File: config.mk
export PLATFORM = sky130hd
export DESIGN_NAME = mod_memstage_sq
export DESIGN_NICKNAME = d
export VERILOG_FILES = /design/src/rtl/sbtel_pkg.sv /design/src/rtl/mod_store_queue.sv /design/src/rtl/mod_memstage_sq.sv
export SDC_FILE = /design/constraint.sdc
export NUM_CORES = 2
export LEC_CHECK = 0
export BUFFER_PORTS_ARGS = -buffer_cell sky130_fd_sc_hd__clkbuf_2
export CORE_ASPECT_RATIO = 0.9
export CORE_UTILIZATION = 23
export CTS_BUF_LIST = sky130_fd_sc_hd__clkbuf_8
export CTS_CLUSTER_DIAMETER = 80
export DETAILED_ROUTE_END_ITERATION = 10
export GPL_ROUTABILITY_DRIVEN = 0
export PLACE_DENSITY_LB_ADDON = 0.15
export SYNTH_ARGS = -nofsm -noshare
export SYNTH_HDL_FRONTEND = slang
export SYNTH_SLANG_ARGS = --single-unit
File: constraint.sdc
create_clock -name clk -period 6.1 [get_ports clk]
set_input_delay 0.305 -clock clk [delete_from_list [all_inputs] [get_ports clk]]
set_output_delay 0.305 -clock clk [all_outputs]
set_load 0.1 [all_outputs]
File: src/rtl/sbtel_pkg.sv
// Shared types for the registered MEM stage.
//   ID_MEM           : decoded operands/control carried ID -> MEM -> EX
//   MEMOP_*          : memory operation codes on id_mem_op (2'b11 reserved, acts as none)
//   memstage_state_e : MEM-stage sequencing FSM
package sbtel_pkg;
  localparam int XLEN = 64;

  localparam logic [1:0] MEMOP_NONE  = 2'b00;
  localparam logic [1:0] MEMOP_LOAD  = 2'b01;
  localparam logic [1:0] MEMOP_STORE = 2'b10;

  typedef struct packed {
    logic [XLEN-1:0] pc_contents;
    logic [XLEN-1:0] data_regA;   // store data
    logic [XLEN-1:0] data_regB;   // address base; becomes load data on loads
    logic [XLEN-1:0] data_disp;   // address displacement
    logic [4:0]      rd;
    logic            sim_end;
  } ID_MEM;

  typedef enum logic [1:0] {
    MS_IDLE,
    MS_LD_REQ,
    MS_LD_WAIT,
    MS_OUT
  } memstage_state_e;
endpackage

File: src/rtl/mod_store_queue.sv
// Circular store queue with youngest-match address lookup.
//   clk, reset           : clock, synchronous active-high reset
//   enq, enq_addr/data   : push at tail
//   deq                  : pop head (caller guarantees non-empty)
//   head_addr/head_data  : oldest entry
//   full, empty, count   : occupancy
//   lk_addr -> lk_hit/lk_data : exact-address match, youngest entry wins
module mod_store_queue #(
  parameter  int ADDR_W = 64,
  parameter  int DATA_W = 64,
  parameter  int DEPTH  = 4,
  localparam int PW     = $clog2(DEPTH)
) (
  input  logic              clk,
  input  logic              reset,
  input  logic              enq,
  input  logic [ADDR_W-1:0] enq_addr,
  input  logic [DATA_W-1:0] enq_data,
  input  logic              deq,
  output logic [ADDR_W-1:0] head_addr,
  output logic [DATA_W-1:0] head_data,
  output logic              full,
  output logic              empty,
  output logic [PW:0]       count,
  input  logic [ADDR_W-1:0] lk_addr,
  output logic              lk_hit,
  output logic [DATA_W-1:0] lk_data
);
  logic [DEPTH-1:0][ADDR_W-1:0] addr_q;
  logic [DEPTH-1:0][DATA_W-1:0] data_q;
  logic [PW-1:0] head_q, tail_q, idx;
  logic [PW:0]   count_q;

  always_ff @(posedge clk) begin
    if (enq) begin
      addr_q[tail_q] <= enq_addr;
      data_q[tail_q] <= enq_data;
    end
  end

  always_ff @(posedge clk) begin
    if (reset) begin
      head_q  <= '0;
      tail_q  <= '0;
      count_q <= '0;
    end else begin
      if (enq) tail_q <= tail_q + PW'(1);
      if (deq) head_q <= head_q + PW'(1);
      case ({enq, deq})
        2'b10:   count_q <= count_q + (PW+1)'(1);
        2'b01:   count_q <= count_q - (PW+1)'(1);
        default: ;
      endcase
    end
  end

  // Walk oldest -> youngest so the last match seen is the youngest store.
  always_comb begin
    lk_hit  = 1'b0;
    lk_data = '0;
    idx     = head_q;
    for (int i = 0; i < DEPTH; i++) begin
      idx = head_q + PW'(i);
      if (((PW+1)'(i) < count_q) && (addr_q[idx] == lk_addr)) begin
        lk_hit  = 1'b1;
        lk_data = data_q[idx];
      end
    end
  end

  assign head_addr = addr_q[head_q];
  assign head_data = data_q[head_q];
  assign count     = count_q;
  assign full      = (count_q == (PW+1)'(DEPTH));
  assign empty     = (count_q == '0);
endmodule

File: src/rtl/mod_memstage_sq.sv
// Registered MEM stage with store queue and store-to-load forwarding.
//   clk, reset               : clock, synchronous active-high reset
//   id_valid/id_ready, idmem, id_mem_op : entry from ID_MEM register
//   ex_valid/ex_ready, memex : entry to EX (data_regB = load data on loads)
//   dreq_* / dresp_*         : single data port, one request outstanding
//   stq_count, stq_empty     : store-queue occupancy
module mod_memstage_sq
  import sbtel_pkg::*;
#(
  parameter int ADDR_W    = 64,
  parameter int DATA_W    = 64,
  parameter int STQ_DEPTH = 4
) (
  input  logic                       clk,
  input  logic                       reset,
  input  logic                       id_valid,
  output logic                       id_ready,
  input  ID_MEM                      idmem,
  input  logic [1:0]                 id_mem_op,
  output logic                       ex_valid,
  input  logic                       ex_ready,
  output ID_MEM                      memex,
  output logic                       dreq_valid,
  input  logic                       dreq_ready,
  output logic                       dreq_we,
  output logic [ADDR_W-1:0]          dreq_addr,
  output logic [DATA_W-1:0]          dreq_wdata,
  input  logic                       dresp_valid,
  input  logic [DATA_W-1:0]          dresp_data,
  output logic [$clog2(STQ_DEPTH):0] stq_count,
  output logic                       stq_empty
);
  memstage_state_e   state_q, state_d;
  ID_MEM             memex_q;
  logic [ADDR_W-1:0] ld_addr_q, ea, head_addr;
  logic [DATA_W-1:0] head_data, hit_data;
  logic [1:0]        op;
  logic is_ld, is_st, sq_full, sq_empty, sq_hit;
  logic st_hold_q, ld_busy, st_sel, ld_sel, ld_hs, deq, enq;
  logic slot_free, accept, ld_miss;

  assign ea = ADDR_W'(idmem.data_regB + idmem.data_disp);

  // sim_end and the reserved code both pass through as a plain none op.
  always_comb begin
    op = id_mem_op;
    if (idmem.sim_end || id_mem_op == 2'b11) op = MEMOP_NONE;
  end
  assign is_ld = (op == MEMOP_LOAD);
  assign is_st = (op == MEMOP_STORE);

  // Port mux. A store already presented but not yet taken keeps the port
  // (st_hold_q) so dreq_* stay stable; otherwise a pending load miss wins.
  assign ld_busy    = (state_q == MS_LD_REQ) || (state_q == MS_LD_WAIT);
  assign st_sel     = st_hold_q || (!ld_busy && !sq_empty);
  assign ld_sel     = !st_sel && (state_q == MS_LD_REQ);
  assign dreq_valid = st_sel || ld_sel;
  assign dreq_we    = st_sel;
  assign dreq_addr  = st_sel ? head_addr : (ld_sel ? ld_addr_q : '0);
  assign dreq_wdata = st_sel ? head_data : '0;
  assign deq        = st_sel && dreq_ready;
  assign ld_hs      = ld_sel && dreq_ready;

  // A full queue still takes a store when its head drains this cycle.
  assign slot_free = (state_q == MS_IDLE) || ((state_q == MS_OUT) && ex_ready);
  assign id_ready  = slot_free && !(is_st && sq_full && !deq)
                               && !(idmem.sim_end && !sq_empty);
  assign accept    = id_valid && id_ready;
  assign enq       = accept && is_st;
  assign ld_miss   = is_ld && !sq_hit;

  always_comb begin
    state_d = state_q;
    case (state_q)
      MS_IDLE:    if (accept) state_d = ld_miss ? MS_LD_REQ : MS_OUT;
      MS_LD_REQ:  if (ld_hs) state_d = MS_LD_WAIT;
      MS_LD_WAIT: if (dresp_valid) state_d = MS_OUT;
      MS_OUT: begin
        if (accept)        state_d = ld_miss ? MS_LD_REQ : MS_OUT;
        else if (ex_ready) state_d = MS_IDLE;
      end
      default:    state_d = MS_IDLE;
    endcase
  end

  always_ff @(posedge clk) begin
    if (reset) begin
      state_q   <= MS_IDLE;
      memex_q   <= '0;
      ld_addr_q <= '0;
      st_hold_q <= 1'b0;
    end else begin
      state_q   <= state_d;
      st_hold_q <= st_sel && !dreq_ready;
      if (accept) begin
        memex_q <= idmem;
        if (is_ld && sq_hit) memex_q.data_regB <= XLEN'(hit_data);
        if (ld_miss) ld_addr_q <= ea;
      end else if ((state_q == MS_LD_WAIT) && dresp_valid) begin
        memex_q.data_regB <= XLEN'(dresp_data);
      end
    end
  end

  assign ex_valid = (state_q == MS_OUT);
  assign memex    = memex_q;

  mod_store_queue #(
    .ADDR_W (ADDR_W),
    .DATA_W (DATA_W),
    .DEPTH  (STQ_DEPTH)
  ) u_stq (
    .clk       (clk),
    .reset     (reset),
    .enq       (enq),
    .enq_addr  (ea),
    .enq_data  (DATA_W'(idmem.data_regA)),
    .deq       (deq),
    .head_addr (head_addr),
    .head_data (head_data),
    .full      (sq_full),
    .empty     (sq_empty),
    .count     (stq_count),
    .lk_addr   (ea),
    .lk_hit    (sq_hit),
    .lk_data   (hit_data)
  );

  assign stq_empty = sq_empty;
endmodule

Word level (Yosys, flattened, before mapping)
Cells that the tools add are included.
{"block": "totals", "n_memories": 0, "inputBits": 334, "ram_bits": 0, "elab_cells": 137, "mem_bits_ro": 0, "latch_bits": 0, "regBits": 848, "out_inout_bits": 398}
{"block": "op_classes", "n_div": 0, "mux": 43, "reduce_logical": 40, "n_addsub": 7, "n_bitwise": 0, "n_mul": 0, "magnitude_cmp": 10, "eq_ne": 17, "shifts": 0}
{"cell": "$mux 64", "n": 19}
{"cell": "$bmux 64 s2", "n": 8}
{"cell": "$bwmux 256", "n": 2}
{"cell": "$eq 64x64->1", "n": 4}
{"cell": "$demux 64 s2", "n": 1}
{"cell": "$add 64x64->64", "n": 1}
{"cell": "$logic_and 1x1->1", "n": 21}
{"cell": "$lt 2x3->1 const B", "n": 5}
{"cell": "$mux 2", "n": 7}
{"cell": "$eq 2x2->1 const B", "n": 5}
{"cell": "$logic_not 1->1", "n": 8}
{"cell": "$pmux 2 s4", "n": 1}
{"cell": "$eq 2x1->1 const B", "n": 3}
{"cell": "$lt 1x3->1 const A", "n": 2}
{"cell": "$lt 2x3->1 const A", "n": 2}
{"cell": "$ne 2x2->1 const B", "n": 3}
{"cell": "$pmux 3 s2", "n": 1}
{"cell": "$logic_or 1x1->1", "n": 5}
{"cell": "$add 2x1->2 const B", "n": 2}
{"cell": "$add 2x2->2 const B", "n": 2}
{"cell": "$mux 1", "n": 4}
{"cell": "$reduce_and 4->1", "n": 1}
{"cell": "$reduce_bool 2->1", "n": 2}
{"cell": "$add 3x1->3 const B", "n": 1}
{"cell": "other kinds (7)", "n": 7}

Longest topological paths before layout
{"block": "logic_depth", "word_depth": 15, "ltp_mapped": 22}

By module
From an unflattened synthesis, not the netlist that was laid out.
{"block": "unflattened", "hier_cells": 4859, "hier_area_um2": 51062.7}
{"mod": "mod_store_queue", "area_per_inst_um2": 33309.4, "instances": 1, "cells_each": 2444}
{"mod": "mod_memstage_sq", "area_per_inst_um2": 17753.3, "instances": 1, "cells_each": 2415}

Least setup slack after synthesis
No wires, ideal clock.
{"block": "synth_path", "path_kind": "reg2reg", "from": "reg u_stq.count_q[0], in the netlist u_stq.count[0]", "to": "reg u_stq.addr_q[0] in the netlist's numbering, enable pin", "arrival_time_ps": 8119, "required_ps": 5598, "path_stages_with_launch": 14, "path_slack_ps": -2522, "setup_time_ps": 502, "period_less_slack_ps": 8622, "cell_sequence": "dfxtp_1 > inv_1 > ha_1 > nor2b_1 > nor2_1 > nor2_1 > clkinv_1 > nand2_1 > a31oi_1 > nor2_1 > nor2_1 > nand2_1 > nor3b_1 > and2_1"}
{"block": "synth_via", "elab_chain_len": 12}
{"item": "start: declaration", "line": "mod_store_queue.sv:32", "source": "logic [PW:0] count_q;"}
{"item": "start signal: assignment", "line": "mod_store_queue.sv:50", "source": "2'b10: count_q <= count_q + (PW+1)'(1);"}
{"item": "start signal: assignment", "line": "mod_store_queue.sv:51", "source": "2'b01: count_q <= count_q - (PW+1)'(1);"}
{"item": "$logic_not 3->1 (*)", "line": "mod_store_queue.sv:75", "source": "assign empty = (count_q == '0);"}
{"item": "via stq_empty", "line": "mod_memstage_sq.sv:31", "source": "output logic stq_empty"}
{"item": "$logic_not 1->1 (*)", "line": "mod_memstage_sq.sv:55, mod_memstage_sq.sv:67"}
{"item": "$logic_and 1x1->1", "line": "mod_memstage_sq.sv:55", "source": "assign st_sel = st_hold_q || (!ld_busy && !sq_empty);"}
{"item": "$logic_or 1x1->1", "line": "mod_memstage_sq.sv:55"}
{"item": "$logic_and 1x1->1", "line": "mod_memstage_sq.sv:61", "source": "assign deq = st_sel && dreq_ready;"}
{"item": "$logic_not 1->1", "line": "mod_memstage_sq.sv:66", "source": "assign id_ready = slot_free && !(is_st && sq_full && !deq)"}
{"item": "$logic_and 1x1->1", "line": "mod_memstage_sq.sv:66"}
{"item": "$logic_not 1->1", "line": "mod_memstage_sq.sv:66"}
{"item": "$logic_and 1x1->1", "line": "mod_memstage_sq.sv:66"}
{"item": "$logic_and 1x1->1 (*)", "line": "mod_memstage_sq.sv:67", "source": "&& !(idmem.sim_end && !sq_empty);"}
{"item": "via id_ready", "line": "mod_memstage_sq.sv:17", "source": "output logic id_ready,"}
{"item": "$logic_and 1x1->1 (*)", "line": "mod_memstage_sq.sv:68", "source": "assign accept = id_valid && id_ready;"}
{"item": "$logic_and 1x1->1 (*)", "line": "mod_memstage_sq.sv:69", "source": "assign enq = accept && is_st;"}
{"item": "end signal: indexed assignment", "line": "mod_store_queue.sv:36", "source": "addr_q[tail_q] <= enq_addr;"}
{"item": "end: declaration", "line": "mod_store_queue.sv:29", "source": "logic [DEPTH-1:0][ADDR_W-1:0] addr_q;"}
The timed path passes the listed nets; every way through them passes the cells marked *.
A chain may end at the register's enable or synchronous reset.

Worst setup path after layout
{"block": "layout_path", "from": "in idmem[27] in the netlist's numbering", "to": "reg memex_q, in the netlist memex[70]"}
{"block": "layout_via", "elab_chain_len": 10}
{"item": "start: declaration", "line": "mod_memstage_sq.sv:18", "source": "input ID_MEM idmem,"}
{"item": "$add 64x64->64 (*)", "line": "mod_memstage_sq.sv:42", "source": "assign ea = ADDR_W'(idmem.data_regB + idmem.data_disp);"}
{"item": "via ea[49]", "line": "mod_memstage_sq.sv:35", "source": "logic [ADDR_W-1:0] ld_addr_q, ea, head_addr;"}
{"item": "$eq 64x64->1", "line": "mod_store_queue.sv:64", "source": "if (((PW+1)'(i) < count_q) && (addr_q[idx] == lk_addr)) begin"}
{"item": "$logic_and 1x1->1", "line": "mod_store_queue.sv:64"}
{"item": "$mux 1 (4 in series)", "line": "mod_store_queue.sv:64"}
{"item": "$logic_and 1x1->1", "line": "mod_memstage_sq.sv:97", "source": "if (is_ld && sq_hit) memex_q.data_regB <= XLEN'(hit_data);"}
{"item": "$mux 64 (*)", "line": "mod_memstage_sq.sv:97"}
{"item": "$mux 64 (*)", "line": "mod_memstage_sq.sv:95", "source": "if (accept) begin"}
{"item": "end signal: assignment", "line": "mod_memstage_sq.sv:96", "source": "memex_q <= idmem;"}
{"item": "end: declaration", "line": "mod_memstage_sq.sv:34", "source": "ID_MEM memex_q;"}
Marked as above.

==> results.md <==
Status:
- The run finished, with violations left.
- The final reports fail on setup timing.

Setup path:
- The critical path is of the in2reg type.
- Of all nets on the critical path, the largest fanout is 17.
- STA classifies the critical path startpoint as an input port.
- Data on the critical path arrives at its endpoint at 6.94 ns.
- The sort of element at the end of the critical path is a register.
- The number of cells on the worst reg-to-reg path is 15.
- The data required time of the worst path is 6.93 ns.

Routing:
- The overall routed net length is 276000 um.
- The overall via count from detail_route is 51975.
- The count of routing violations after the opening detailed-route iteration is 5051.
- The post-route DRC violation count is 0.
- The first detailed-routing pass ran for 7 iterations.
- The average detailed-routed wire length per instance is 27.1 um.
- In this run the remaining antenna-violating nets after routing total 0.
- The via density per instance is 5.11.

Yosys:
- Synthesis produced a netlist whose cell count is 5303.
- The number of flops mapped to enable cells by yosys is 512.
- After synthesis the cells add up to 54700 um^2.
- The mean instance size in the synthesized netlist is 10.3 um^2.
- The number of warnings issued by yosys is 0.
- In the synthesized netlist the async set-or-reset flop fraction comes to 0%.
- In this run, synthesis produced a sequential element count of 848.
- The number of nets in the synthesized netlist is 5715.
- The sequential-to-total area share from yosys stat is 40.4%.
- The most instantiated flip-flop cell in the synthesis netlist is sky130_fd_sc_hd__edfxtp_1.
- The distinct cell type count after synthesis is 112.

Power:
- The peak ir drop on the vdd network is 0.494 mV.
- Power comes to 32.4 mW.
- For this design the static power due to leakage is 27.2 nW.
- In this run the power density over the cells is 441 nW/um^2.

Global route:
- The maximum number of pins on one net before global-route repair is 137.
- Global routing finished with a remaining overflow of 0.
- The number of global-route vias before repair is 50411.
- The combined global-route utilization of all metal layers is 22.2%.
- The number of antenna violations at the first check in global routing came to 21.
- The wire length of the first global-routing pass is 383000 um.

Timing:
- The smallest clock period supported by the final layout is computed as 6.11 ns.
- The final hold violation count came to 0.
- The smallest setup slack after layout is -0.00817 ns.
- Derived from the worst setup path, the maximum achievable clock frequency is 164 MHz.
- The final cycle utilization of the critical path is 100%.
- The actual transition at the worst max-transition pin is 1.15 ns.
- The final count of negative-setup-slack endpoints is 2.
- Setup repair after global routing could not meet its margin everywhere.
- The final-report max-slew violation count is 0.
- The total negative setup slack is -0.00975 ns.
- For the final database, setup skew stands at 0.0843 ns.
- In this run the tightest slew margin relative to its limit is 22.7%.
- The worst hold slack is 0.0734 ns.

Cells and area:
- The layout filler cell count is 24789.
- The final core utilization is 31.1%.
- The register area is 22100 um^2.
- The number of nets in the final layout is 7277.
- The area of combinational cells with multiple inputs is 30400 um^2.
- Compared with the post-synthesis result, the final layout area differs by 34.2%.
- The fraction of layout cells with a size suffix above 1 is 31.7%.

Placed design:
- The number of port buffers is 731.
- Summed over all nets, the half-perimeter wirelength after detailed placement is 216000 um.

Floorplan:
- Once the floorplan was initialized, standard cells occupied 23.2% of the core.
- The die footprint is 240000 um^2.
- The die is 465 um tall.
- Pin placement for this block handled 732 I/O pins.
- The floorplan die width is 516 um.
- The floorplan step defined a core boundary enclosing 236000 um^2.
- The row count is 169.

Min path:
- The type of the most critical hold path is in2reg.
- Along the worst hold path, the cell count comes to 4.

Clock tree:
- At the later pin of the worst-skew pair, clock insertion delay measures 0.93 ns.
- Counting along the longest clock path gives a buffer depth of 4.
- After clock tree synthesis, the clock-pin slew on the worst setup and hold paths is 0.06 ns.
- TritonCTS created 169 clock buffers.
- TritonCTS built the clock tree.
- The cell at the root of the clock tree is sky130_fd_sc_hd__clkbuf_8.
- The deepest level of the CTS H-tree is 4.
- The number of clock sinks is 848.

Flow run:
- The number of max-capacitance violations reported is 0.
-- worst paths after layout --
path,start,endpoint,slack [ns]
setup / recovery,idmem[27],memex[70],-0.008
hold reg to reg,memex[11],memex[11],0.45
setup reg to reg,u_stq.head_q[1],memex[70],0.19
hold / removal,id_valid,memex[254],0.07
-- placed cells by master (no fill, tap or decap), types with 26 or more instances in the layout --
master and count:
sky130_fd_sc_hd__mux4_2 337, sky130_fd_sc_hd__xor2_1 84, sky130_fd_sc_hd__o21ai_1 84, sky130_fd_sc_hd__a21oi_1 457, sky130_fd_sc_hd__o21ai_0 226, sky130_fd_sc_hd__xnor3_1 48
sky130_fd_sc_hd__o31ai_1 68, sky130_fd_sc_hd__edfxtp_1 512, sky130_fd_sc_hd__clkbuf_2 730, sky130_fd_sc_hd__nor2_1 234, sky130_fd_sc_hd__xnor2_1 139, sky130_fd_sc_hd__dfxtp_1 334
sky130_fd_sc_hd__nand3_1 160, sky130_fd_sc_hd__ha_1 76, sky130_fd_sc_hd__dlygate4sd3_1 345, sky130_fd_sc_hd__clkbuf_8 194, sky130_fd_sc_hd__mux2i_1 174, sky130_fd_sc_hd__a31oi_1 74
sky130_fd_sc_hd__o21a_1 26, sky130_fd_sc_hd__nor4_1 48, sky130_fd_sc_hd__nor3_1 52, sky130_fd_sc_hd__o211ai_1 28, sky130_fd_sc_hd__buf_12 46, sky130_fd_sc_hd__nand4_1 80
sky130_fd_sc_hd__nand2_1 927, sky130_fd_sc_hd__inv_1 178, sky130_fd_sc_hd__a222oi_1 60, sky130_fd_sc_hd__buf_4 671, sky130_fd_sc_hd__a21o_1 27, sky130_fd_sc_hd__mux2_2 94
sky130_fd_sc_hd__or4_1 26
-- stage by stage --
step           cells  setup slack [ns]  area [um^2]
2_1_floorplan   5303             0.332        54700
4_1_cts        10158           0.00961        73300
5_1_grt        10166           -0.0676        73400
3_5_place_dp    9510            -0.531        66500
6_report       10167          -0.00817        73400
3_3_place_gp    9510            -0.599        66500
-- final cells by class --
class	count	share of cell area (%)
multi-input cells	3924	41.4
flip-flops and latches	848	30.1
repair buffers	1795	17.8
well taps	3163	5.39
clock buffers	194	3.64
clock inverters	109	0.974
inverters	127	0.649
diodes	7	0.0239
-- flip-flops by register name, summed over array words and instances, names as in the netlist --
signal and cells:
ld_addr_q 64, memex 262, st_hold_q 1, state_q 2, u_stq.addr_q 256, u_stq.count 3, u_stq.data_q 256, u_stq.head_q 2
u_stq.tail_q 2
-- report_power, final --
group | leakage (nW) | total [mW] | switching, mW | internal [mW]
clock network | 1.93 | 6.02 | 2.77 | 3.25
registers | 7.36 | 7.16 | 0.456 | 6.71
logic | 18.0 | 19.2 | 14.3 | 4.92
-- kinds of logic (layout without fill, tap and decap cells) --
family	after synthesis	in the layout	synth area share (%)
multiplexers	606	606	19.0
AND/OR/NAND/NOR	1713	1713	14.3
buffers and inverters	531	2225	4.38
AO/OA/AOI/OAI	1252	1252	14.4
flip-flops	848	848	40.4
adder cells (fa/ha/maj)	78	78	1.80
XOR/XNOR	275	275	5.72
other	0	7	0
-- critical path, stage by stage --
cell and delay, ns:
sky130_fd_sc_hd__dlygate4sd3_1 0.54, sky130_fd_sc_hd__clkbuf_2 0.22, sky130_fd_sc_hd__ha_1 0.44, sky130_fd_sc_hd__nand4_1 0.31
sky130_fd_sc_hd__or2_1 0.34, sky130_fd_sc_hd__o221ai_1 0.38, sky130_fd_sc_hd__a21oi_2 0.19, sky130_fd_sc_hd__and2_1 0.30
sky130_fd_sc_hd__a211oi_2 0.38, sky130_fd_sc_hd__buf_4 0.21, sky130_fd_sc_hd__buf_4 0.19, sky130_fd_sc_hd__xor2_1 0.21
sky130_fd_sc_hd__or4_1 0.67, sky130_fd_sc_hd__nor4b_1 0.38, sky130_fd_sc_hd__buf_4 0.17, sky130_fd_sc_hd__nand3_1 0.13
sky130_fd_sc_hd__buf_4 0.21, sky130_fd_sc_hd__a41oi_4 0.23, sky130_fd_sc_hd__buf_12 0.25, sky130_fd_sc_hd__o31ai_1 0.11
sky130_fd_sc_hd__dlygate4sd3_1 0.59, sky130_fd_sc_hd__a21oi_1 0.12
-- cells in the mapped netlist (11+ instances only) --
cell type | instances | area, um^2
sky130_fd_sc_hd__buf_1 | 43 | 161
sky130_fd_sc_hd__and2_1 | 22 | 138
sky130_fd_sc_hd__clkbuf_1 | 246 | 923
sky130_fd_sc_hd__xnor2_1 | 139 | 1220
sky130_fd_sc_hd__xnor3_1 | 48 | 1080
sky130_fd_sc_hd__nor4_1 | 51 | 319
sky130_fd_sc_hd__nand3_1 | 161 | 806
sky130_fd_sc_hd__o211ai_1 | 28 | 210
sky130_fd_sc_hd__a2111oi_0 | 19 | 166
sky130_fd_sc_hd__dfxtp_1 | 336 | 6730
sky130_fd_sc_hd__nor3_1 | 54 | 270
sky130_fd_sc_hd__edfxtp_1 | 512 | 15400
sky130_fd_sc_hd__buf_6 | 29 | 327
sky130_fd_sc_hd__nand2b_1 | 13 | 81.3
sky130_fd_sc_hd__nor4b_1 | 11 | 96.3
sky130_fd_sc_hd__buf_2 | 59 | 295
sky130_fd_sc_hd__nand4b_1 | 13 | 114
sky130_fd_sc_hd__o21a_1 | 26 | 195
sky130_fd_sc_hd__a31oi_1 | 74 | 463
sky130_fd_sc_hd__ha_1 | 77 | 963
sky130_fd_sc_hd__o21ai_0 | 228 | 1140
sky130_fd_sc_hd__o21bai_1 | 11 | 82.6
sky130_fd_sc_hd__a211oi_1 | 26 | 195
sky130_fd_sc_hd__mux2i_1 | 174 | 1740
sky130_fd_sc_hd__and4_1 | 11 | 96.3
sky130_fd_sc_hd__a211o_1 | 17 | 149
sky130_fd_sc_hd__o31ai_1 | 68 | 510
sky130_fd_sc_hd__xor2_1 | 84 | 736
sky130_fd_sc_hd__or4_1 | 26 | 195
sky130_fd_sc_hd__a21o_1 | 27 | 203
sky130_fd_sc_hd__a21oi_1 | 461 | 2310
sky130_fd_sc_hd__nand2_1 | 930 | 3490
sky130_fd_sc_hd__and3_1 | 15 | 93.8
sky130_fd_sc_hd__mux4_2 | 337 | 7590
sky130_fd_sc_hd__nand4_1 | 80 | 500
sky130_fd_sc_hd__o2111ai_1 | 17 | 149
sky130_fd_sc_hd__buf_4 | 26 | 195
sky130_fd_sc_hd__inv_1 | 125 | 469
sky130_fd_sc_hd__a222oi_1 | 60 | 601
sky130_fd_sc_hd__mux2_2 | 94 | 1060
sky130_fd_sc_hd__or3_1 | 23 | 144
sky130_fd_sc_hd__nor2_1 | 238 | 893
sky130_fd_sc_hd__o21ai_1 | 83 | 415
-- per-layer routing --
metal	vias to the layer above	GRT usage, %	part of all wire, %
li1	23289	-	-
met1	26249	30.0	44
met2	2067	35.9	46
met3	360	3.98	6.7
met4	10	6.42	3.0
met5	-	0	0.026
-- what timing repair did --
item / CTS / global route
gates resized for setup: 1 / 22
hold buffers: 345 / 0
endpoints found under the setup margin: 8 / 93
setup buffers: 0 / 2
pin swaps: 0 / 3
hold endpoints to repair: 525 / 0
Power figures use the tool's default switching activity.
